$ cat config.mk
export PLATFORM = sky130hd
export DESIGN_NAME = ram_2r2w_master
export DESIGN_NICKNAME = d
export VERILOG_FILES = /design/src/rtl/ram_2r2w_pkg.sv /design/src/rtl/ram_rsp_fifo.sv /design/src/rtl/ram_2r2w_master.sv
export SDC_FILE = /design/constraint.sdc
export NUM_CORES = 1
export LEC_CHECK = 0
export CELL_PAD_IN_SITES_DETAIL_PLACEMENT = 1
export CELL_PAD_IN_SITES_GLOBAL_PLACEMENT = 1
export CORE_MARGIN = 5
export CORE_UTILIZATION = 40
export CTS_CLUSTER_DIAMETER = 50
export DETAILED_ROUTE_END_ITERATION = 7
export PLACE_DENSITY = 0.85
export SKIP_CTS_REPAIR_TIMING = 1
export SLEW_MARGIN = 0
export SYNTH_ARGS = -nofsm -noshare
export SYNTH_HDL_FRONTEND = slang
export SYNTH_SLANG_ARGS = --single-unit
$ cat constraint.sdc
create_clock -name clock -period 6.88 [get_ports clock]
set_input_delay 1.376 -clock clock [delete_from_list [all_inputs] [get_ports clock]]
set_output_delay 1.376 -clock clock [all_outputs]
set_load 0.01 [all_outputs]
$ cat src/rtl/ram_2r2w_pkg.sv
// rtl/ram_2r2w_pkg.sv - shared defaults and request encodings for the 2R2W RAM master
package ram_2r2w_pkg;

    localparam int DATA_SIZE_DEF      = 16;
    localparam int RAM_DEPTH_LOG2_DEF = 5;

    typedef enum logic {
        REQ_READ  = 1'b0,
        REQ_WRITE = 1'b1
    } req_type_e;

endpackage

$ cat src/rtl/ram_rsp_fifo.sv
// rtl/ram_rsp_fifo.sv - per-port read response FIFO with occupancy count
module ram_rsp_fifo #(
    parameter int  WIDTH = 16,
    parameter int  DEPTH = 2,
    localparam int CW    = $clog2(DEPTH + 1)
) (
    input  logic             clock,
    input  logic             reset,
    input  logic             push_valid,
    input  logic [WIDTH-1:0] push_data,
    input  logic             pop_ready,
    output logic             head_valid,
    output logic [WIDTH-1:0] head_data,
    output logic [CW-1:0]    count
);

    localparam int AW = (DEPTH > 1) ? $clog2(DEPTH) : 1;

    logic [WIDTH-1:0] mem [DEPTH];
    logic [AW-1:0]    wr_ptr;
    logic [AW-1:0]    rd_ptr;
    logic             do_push;
    logic             do_pop;

    assign head_valid = (count != '0);
    assign head_data  = mem[rd_ptr];
    assign do_pop     = pop_ready & head_valid;
    // A push into a full FIFO is allowed when the head leaves in the same cycle.
    assign do_push    = push_valid & ((count != CW'(DEPTH)) | do_pop);

    always_ff @(posedge clock or posedge reset) begin
        if (reset) begin
            wr_ptr <= '0;
            rd_ptr <= '0;
            count  <= '0;
            for (int i = 0; i < DEPTH; i++) begin
                mem[i] <= '0;
            end
        end else begin
            if (do_push) begin
                mem[wr_ptr] <= push_data;
                wr_ptr      <= wr_ptr + 1'b1;
            end
            if (do_pop) begin
                rd_ptr <= rd_ptr + 1'b1;
            end
            case ({do_push, do_pop})
                2'b10:   count <= count + 1'b1;
                2'b01:   count <= count - 1'b1;
                default: count <= count;
            endcase
        end
    end

endmodule

$ cat src/rtl/ram_2r2w_master.sv
// rtl/ram_2r2w_master.sv - two-port request issue, collision stall and buffered read return for a 2R2W RAM
module ram_2r2w_master
    import ram_2r2w_pkg::*;
#(
    parameter int DATA_SIZE      = DATA_SIZE_DEF,
    parameter int RAM_DEPTH_LOG2 = RAM_DEPTH_LOG2_DEF,
    parameter int RD_LATENCY     = 1,
    parameter int RSP_DEPTH      = 2
) (
    input  logic                      clock,
    input  logic                      reset,
    input  logic                      req1_valid,
    output logic                      req1_ready,
    input  logic                      req1_write,
    input  logic [RAM_DEPTH_LOG2-1:0] req1_addr,
    input  logic [DATA_SIZE-1:0]      req1_wdata,
    input  logic                      req2_valid,
    output logic                      req2_ready,
    input  logic                      req2_write,
    input  logic [RAM_DEPTH_LOG2-1:0] req2_addr,
    input  logic [DATA_SIZE-1:0]      req2_wdata,
    output logic                      rsp1_valid,
    input  logic                      rsp1_ready,
    output logic [DATA_SIZE-1:0]      rsp1_rdata,
    output logic                      rsp2_valid,
    input  logic                      rsp2_ready,
    output logic [DATA_SIZE-1:0]      rsp2_rdata,
    output logic                      ram_rden1,
    output logic                      ram_wren1,
    output logic [RAM_DEPTH_LOG2-1:0] ram_addr1,
    output logic [DATA_SIZE-1:0]      ram_wdata1,
    input  logic [DATA_SIZE-1:0]      ram_rdata1,
    output logic                      ram_rden2,
    output logic                      ram_wren2,
    output logic [RAM_DEPTH_LOG2-1:0] ram_addr2,
    output logic [DATA_SIZE-1:0]      ram_wdata2,
    input  logic [DATA_SIZE-1:0]      ram_rdata2
);

    localparam int CW = $clog2(RSP_DEPTH + 1);
    localparam int OW = CW + 1;

    logic [1:0]                req_valid;
    logic [1:0]                req_write;
    logic [1:0]                req_ready;
    logic [1:0]                rsp_ready;
    logic [1:0]                rsp_valid;
    logic [1:0]                ram_rden;
    logic [1:0]                ram_wren;
    logic [RAM_DEPTH_LOG2-1:0] req_addr  [2];
    logic [RAM_DEPTH_LOG2-1:0] ram_addr  [2];
    logic [DATA_SIZE-1:0]      req_wdata [2];
    logic [DATA_SIZE-1:0]      ram_wdata [2];
    logic [DATA_SIZE-1:0]      ram_rdata [2];
    logic [DATA_SIZE-1:0]      rsp_rdata [2];
    logic                      collision;
    logic                      active_q;

    assign req_valid    = {req2_valid, req1_valid};
    assign req_write    = {req2_write, req1_write};
    assign rsp_ready    = {rsp2_ready, rsp1_ready};
    assign req_addr[0]  = req1_addr;
    assign req_addr[1]  = req2_addr;
    assign req_wdata[0] = req1_wdata;
    assign req_wdata[1] = req2_wdata;
    assign ram_rdata[0] = ram_rdata1;
    assign ram_rdata[1] = ram_rdata2;

    assign req1_ready = req_ready[0];
    assign req2_ready = req_ready[1];
    assign rsp1_valid = rsp_valid[0];
    assign rsp2_valid = rsp_valid[1];
    assign rsp1_rdata = rsp_rdata[0];
    assign rsp2_rdata = rsp_rdata[1];
    assign ram_rden1  = ram_rden[0];
    assign ram_rden2  = ram_rden[1];
    assign ram_wren1  = ram_wren[0];
    assign ram_wren2  = ram_wren[1];
    assign ram_addr1  = ram_addr[0];
    assign ram_addr2  = ram_addr[1];
    assign ram_wdata1 = ram_wdata[0];
    assign ram_wdata2 = ram_wdata[1];

    // Same-address double write: port 1 goes first, port 2 lands a cycle later and wins.
    assign collision = (&req_valid) & (&req_write) & (req_addr[0] == req_addr[1]);

    // Holds ready low while reset is applied without feeding reset into the datapath.
    always_ff @(posedge clock or posedge reset) begin
        if (reset) begin
            active_q <= 1'b0;
        end else begin
            active_q <= 1'b1;
        end
    end

    for (genvar p = 0; p < 2; p++) begin : g_port
        logic                      is_write;
        logic                      stall;
        logic                      rd_accept;
        logic                      wr_accept;
        logic                      capture;
        logic                      rden_q;
        logic                      wren_q;
        logic [RAM_DEPTH_LOG2-1:0] addr_q;
        logic [DATA_SIZE-1:0]      wdata_q;
        logic [RD_LATENCY-1:0]     tag_q;
        logic [CW-1:0]             inflight_q;
        logic [CW-1:0]             fifo_count;
        logic [OW-1:0]             outstanding;

        assign is_write    = (req_type_e'(req_write[p]) == REQ_WRITE);
        assign stall       = (p == 1) ? collision : 1'b0;
        assign outstanding = OW'(inflight_q) + OW'(fifo_count);
        assign req_ready[p] = active_q & (is_write | (outstanding < OW'(RSP_DEPTH))) & ~stall;
        assign rd_accept   = req_valid[p] & req_ready[p] & ~is_write;
        assign wr_accept   = req_valid[p] & req_ready[p] & is_write;
        assign capture     = tag_q[RD_LATENCY-1];

        always_ff @(posedge clock or posedge reset) begin
            if (reset) begin
                rden_q     <= 1'b0;
                wren_q     <= 1'b0;
                addr_q     <= '0;
                wdata_q    <= '0;
                tag_q      <= '0;
                inflight_q <= '0;
            end else begin
                rden_q  <= rd_accept;
                wren_q  <= wr_accept;
                addr_q  <= (rd_accept | wr_accept) ? req_addr[p] : '0;
                wdata_q <= wr_accept ? req_wdata[p] : '0;
                // Tag marks the cycle in which the RAM presents data for an issued read.
                tag_q   <= (tag_q << 1) | RD_LATENCY'(rden_q);
                case ({rd_accept, capture})
                    2'b10:   inflight_q <= inflight_q + 1'b1;
                    2'b01:   inflight_q <= inflight_q - 1'b1;
                    default: inflight_q <= inflight_q;
                endcase
            end
        end

        ram_rsp_fifo #(
            .WIDTH (DATA_SIZE),
            .DEPTH (RSP_DEPTH)
        ) u_rsp_fifo (
            .clock      (clock),
            .reset      (reset),
            .push_valid (capture),
            .push_data  (ram_rdata[p]),
            .pop_ready  (rsp_ready[p]),
            .head_valid (rsp_valid[p]),
            .head_data  (rsp_rdata[p]),
            .count      (fifo_count)
        );

        assign ram_rden[p]  = rden_q;
        assign ram_wren[p]  = wren_q;
        assign ram_addr[p]  = addr_q;
        assign ram_wdata[p] = wdata_q;
    end

endmodule

# Word level (Yosys, flattened, before mapping)
# Index checks and enable logic that the tools add are counted.
[totals]
out_inout_bits = 82
inputBits = 82
register_bits = 125
wordCells = 114
[classes]
magnitude_cmp = 8
mux = 20
add_sub_neg = 14
n_eq_ne = 11
n_bitwise = 28
reduce_logical = 10
[op_table]
columns = ["operator", "n"]
rows = [
  ["$mux W16", 10],
  ["$bwmux W32", 2],
  ["$demux W16 S1", 2],
  ["$pmux W2 S2", 4],
  ["$and A1 B1 Y1", 15],
  ["$reduce_bool A2 Y1", 6],
  ["$mux W5", 2],
  ["$add A2 B1 Y2 const B", 4],
  ["$eq A2 B1 Y1 const B", 4],
  ["$eq A2 B2 Y1 const B", 4],
  ["$ge A2 B2 Y1 const B", 4],
  ["$not A1 Y2", 4],
  ["$sub A2 B1 Y2 const B", 4],
  ["$add A2 B2 Y3", 2],
  ["$lt A3 B2 Y1 const B", 2],
  ["$or A1 B1 Y1", 6],
  ["$eq A5 B5 Y1", 1],
  ["$add A1 B1 Y1 const B", 4],
  ["$lt A2 B1 Y1 const B", 2],
  ["$ne A2 B2 Y1 const B", 2],
  ["$reduce_and A2 Y1", 2],
  ["$not A1 Y1", 3],
  ["$logic_and A1 B1 Y1", 2],
]

# Logic depth before layout (Yosys ltp)
[depth]
depth_word = 9
depth_mapped = 9
depth_no_buf = 9

# Cells and area by module
# From an unflattened synthesis, not the netlist that was laid out.
[hier_totals]
hier_cells = 415
area_unflattened_um2 = 5431.5
[modules_own_cells]
columns = ["module", "cells_each", "instances", "area_per_inst_um2", "seq_area_each_um2"]
rows = [
  ["ram_rsp_fifo", 122, 2, 1689.1, 900.9],
  ["ram_2r2w_master", 171, 1, 2053.2, 1326.3],
]

# Least setup slack after synthesis
# OpenSTA, ideal clock, no wires.
[synth_timing]
path_type = "input-to-output"
start = "input port req2_addr[2]"
end = "output port req2_ready"
arrival_ns = 2.271
required_ns = 5.504
path_slack_ns = 3.233
path_buffers = 1
stages = 4
cell_sequence = "xor2_1 nor4_2 buf_2 a21oi_1"
[synth_between]
elab_chain_len = 4
[synth_lines]
columns = ["element", "line", "source"]
rows = [
  ["start, declared", "ram_2r2w_master.sv:20", "input logic [RAM_DEPTH_LOG2-1:0] req2_addr,"],
  ["$eq A5 B5 Y1", "ram_2r2w_master.sv:85", "assign collision = (&req_valid) & (&req_write) & (req_addr[0] == req_addr[1]);"],
  ["$and A1 B1 Y1", "ram_2r2w_master.sv:85", ""],
  ["$not A1 Y1", "ram_2r2w_master.sv:114", "assign req_ready[p] = active_q & (is_write | (outstanding < OW'(RSP_DEPTH))) & ~stall;"],
  ["$and A1 B1 Y1", "ram_2r2w_master.sv:114", ""],
  ["end, declared", "ram_2r2w_master.sv:18", "output logic req2_ready,"],
]
# Every way passes these cells.

# Worst setup path in the final report
[layout_timing]
start = "input port req1_addr[1]"
end = "output port req2_ready"
[layout_between]
elab_chain_len = 4
[layout_lines]
columns = ["element", "line", "source"]
rows = [
  ["start, declared", "ram_2r2w_master.sv:15", "input logic [RAM_DEPTH_LOG2-1:0] req1_addr,"],
  ["$eq A5 B5 Y1", "ram_2r2w_master.sv:85", ""],
  ["$and A1 B1 Y1", "ram_2r2w_master.sv:85", ""],
  ["$not A1 Y1", "ram_2r2w_master.sv:114", ""],
  ["$and A1 B1 Y1", "ram_2r2w_master.sv:114", ""],
]
# Every way passes these cells.

==> implementation parameters <==
Parameter                              Value

Synth
  Cells after synthesis    375
  Nets in the synthesized netlist    463
  Number of distinct standard cells referenced by the synthesized netlist    29
  Proportion of netlist area held by the largest area contributor    0.5887
  Synth warn    0
  Sequential element share of the synthesized area    0.5887
  Post-Syn Area    0.005314 mm²
  Average cell area after synthesis    14.17 µm²
  Flop and latch count out of synthesis    125
  Leading area contributor after synthesis    dfrtp_1
  Cell types with the largest area share after synthesis    dfrtp_1 (59%), mux2_2 (15%), mux2_4 (5.7%)

Drt
  Detailed Route WL    13410 µm
  Number of iterations in the first detailed-routing pass    4
  Number of design-rule violations left by the first detailed-router iteration    164
  DRC errors left    0
  Count of vias placed by the detailed router    3495
  Post-detailed-route wirelength per cell    18.52 µm
  Via count normalized by instance count    4.827
  Number of nets with antenna violations after routing    0

Power and ir drop
  Power per cell area    402.5 mW/mm²
  Largest voltage drop on the vdd net    0.0001900 V
  Leak Pwr    3.236 nW

Global route
  Tot GR Track Use    0.1798
  Number of global-route vias before repair    4091
  Number of antenna violations at the first check in global routing    0
  Wire length of the first global-routing pass    22300 µm
  Overflow left after global routing    0
  Maximum number of pins on one net before global-route repair    76

Cells and area
  Area growth, synth to finish    42.36%
  Most used cells in the layout excluding fill and tap cells    clkdlybuf4s50_1 (163), dfrtp_1 (125), mux2_2 (71)
  Number of nets at the end of the flow    628
  Fraction of layout cells with a size suffix above 1    0.2318
  Antenna fix cells    0
  Final Core Density    0.5758
  Most frequent standard cell in the layout excluding fill and tap cells    clkdlybuf4s50_1

Worst setup path
  Endpoint of the lowest-slack register-to-register path    g_port[1].inflight_q[1]$_DFFE_PP0P_
  Worst path arrival time    3.65 ns
  Type of the worst setup path    in2out
  Element type at the critical path end    output port
  Startpoint of the lowest-slack register-to-register path    g_port[1].u_rsp_fifo.count[0]$_DFFE_PP0P_
  Critical path peak fanout    23
  Kind of start point of the critical path    input pin
  Slack of the worst reg-to-reg path    4.37 ns
  Timing endpoint of the critical path    req2_ready
  Data required time of the critical path    5.50 ns
  Worst r2r path cells    8
  Timing startpoint of the critical path    req1_addr[1]

Outcome
  Status    complete, no violations

Timing
  Post-route fraction of the period consumed by the critical path    0.7304
  Number of hold violations in the final report    0
  Setup TNS    0 ns
  Achievable Freq    0.1990 GHz
  Min cycle time layout    5.025 ns
  Post-route clock skew    0.004620 ns
  Unrepaired setup endpoints after global routing    no
  Slew Limit Fails    0
  Tightest Pin Transition    1.086 ns
  Slew headroom    0.2752
  Setup-failing EPs final    0

Die
  DIE WIDTH    125.3 µm
  Overall die area    0.01569 mm²
  Die Span Y    125.3 µm
  Starting density of the core    0.4045
  Number of ports placed on the die boundary    164
  Core footprint    0.01314 mm²
  Number of placement rows    42

Clocking
  TritonCTS clock tree    built
  Htree depth    4
  Buffer depth of the longest clock path    2
  Root Buffer Master    clkbuf_16
  Clock Pin Slew Worst Setup and Hold Paths    0.05 ns
  Skew-Pair Late Insertion Delay    0.40 ns
  Clk sink count    125
  TritonCTS Buffers    17

Run
  Maximum capacitance violations    0

Place
  Number of I/O port buffers    163
  HPWL after detailed placement    9715 µm
  Weighted congestion at the end of routability-driven global placement    0.9066

Hold path
  Min-delay worst type    reg2reg
## logic make-up (layout without fill, tap and decap cells)
logic type               count (synthesis)  after routing  synth area share
XOR/XNOR                                21             21           0.03461
AND/OR/NAND/NOR                         76             76           0.08995
AO/OA/AOI/OAI                           25             25           0.02402
flip-flops                             125            125            0.5887
multiplexers                            96             96            0.2176
adder cells (fa/ha/maj)                  6              6           0.01695
buffers and inverters                   25            198           0.02755
other                                    1              1         0.0007057
## sequential cells by signal (all words and copies together) (netlist names)
name                      flops
ram_rden1                     1
ram_addr2                     5
g_port.u_rsp_fifo.rd_ptr      2
ram_wren2                     1
active_q                      1
ram_addr1                     5
ram_wren1                     1
ram_wdata1                   16
g_port.u_rsp_fifo.wr_ptr      2
ram_rden2                     1
g_port.u_rsp_fifo.count       4
g_port.u_rsp_fifo.mem        64
g_port.capture                2
g_port.inflight_q             4
ram_wdata2                   16
## layout make-up
cell class,count,area (µm²)
Sequential cell,125,3128
Clock inverter,3,15.01
Multi-Input combinational cell,225,2048
Inverter,6,25.02
Tap cell,176,220.2
Timing Repair Buffer,165,1647
Fill cell,1325,5573
Clock buffer,24,481.7
## per-layer routing
metal,track usage,share of wire,vias up
met5,0,0,-
met3,0.06695,0.070,19
met2,0.3091,0.52,110
met4,0.06760,0.015,0
met1,0.2046,0.40,1760
li1,-,-,1606
## through the flow
stage	cells	cell area [µm²]	total power [mW]	hold WS [ns]	worst slack [ns]
floorplan	375	5314	1.778	0.4160	2.176
global placement	697	7068	2.244	0.3601	1.955
detailed placement	697	7068	2.303	0.3641	1.883
CTS	724	7565	3.090	0.3733	1.861
global route	724	7565	3.217	0.3837	1.631
finish	724	7565	3.045	0.3679	1.855
## synth_stat cells, drive strengths merged
| cell type | n |
|---|---|
| nand4 | 1 |
| mux2 | 96 |
| a21oi | 24 |
| buf | 8 |
| or3 | 1 |
| and3 | 1 |
| xnor2 | 14 |
| and2 | 24 |
| nor2b | 1 |
| dfrtp | 125 |
| nand3 | 21 |
| nor2 | 9 |
| clkbuf | 11 |
| fa | 2 |
| ha | 4 |
| nor3b | 4 |
| nand2b | 2 |
| nor4 | 1 |
| a21o | 1 |
| xor2 | 7 |
| nand2 | 8 |
| conb | 1 |
| inv | 6 |
| or2 | 3 |
## worst min path at each step
stage | startpoint | end | depth (start not counted)
finish | ram_rden2$_DFF_PP0_ | g_port[1].capture$_DFF_PP0_ | 0
global placement | ram_rden2$_DFF_PP0_ | g_port[1].capture$_DFF_PP0_ | 0
floorplan | ram_rden1$_DFF_PP0_ | g_port[0].capture$_DFF_PP0_ | 0
CTS | ram_rden2$_DFF_PP0_ | g_port[1].capture$_DFF_PP0_ | 0
detailed placement | ram_rden2$_DFF_PP0_ | g_port[1].capture$_DFF_PP0_ | 0
global route | ram_rden2$_DFF_PP0_ | g_port[1].capture$_DFF_PP0_ | 0
## power by group
part	total [mW]	internal, mW	switching (mW)
registers	1.16	0.978	0.178
clock network	0.761	0.476	0.285
logic	1.13	0.722	0.406
total	3.04	2.18	0.869
## critical path, cell delays in order
cell	delay [ns]
clkdlybuf4s50_1	0.45
xor2_1	0.21
nor4_4	0.92
a21oi_1	0.16
clkdlybuf4s50_1	0.52
Note: power is estimated with default switching activity, not from simulation.
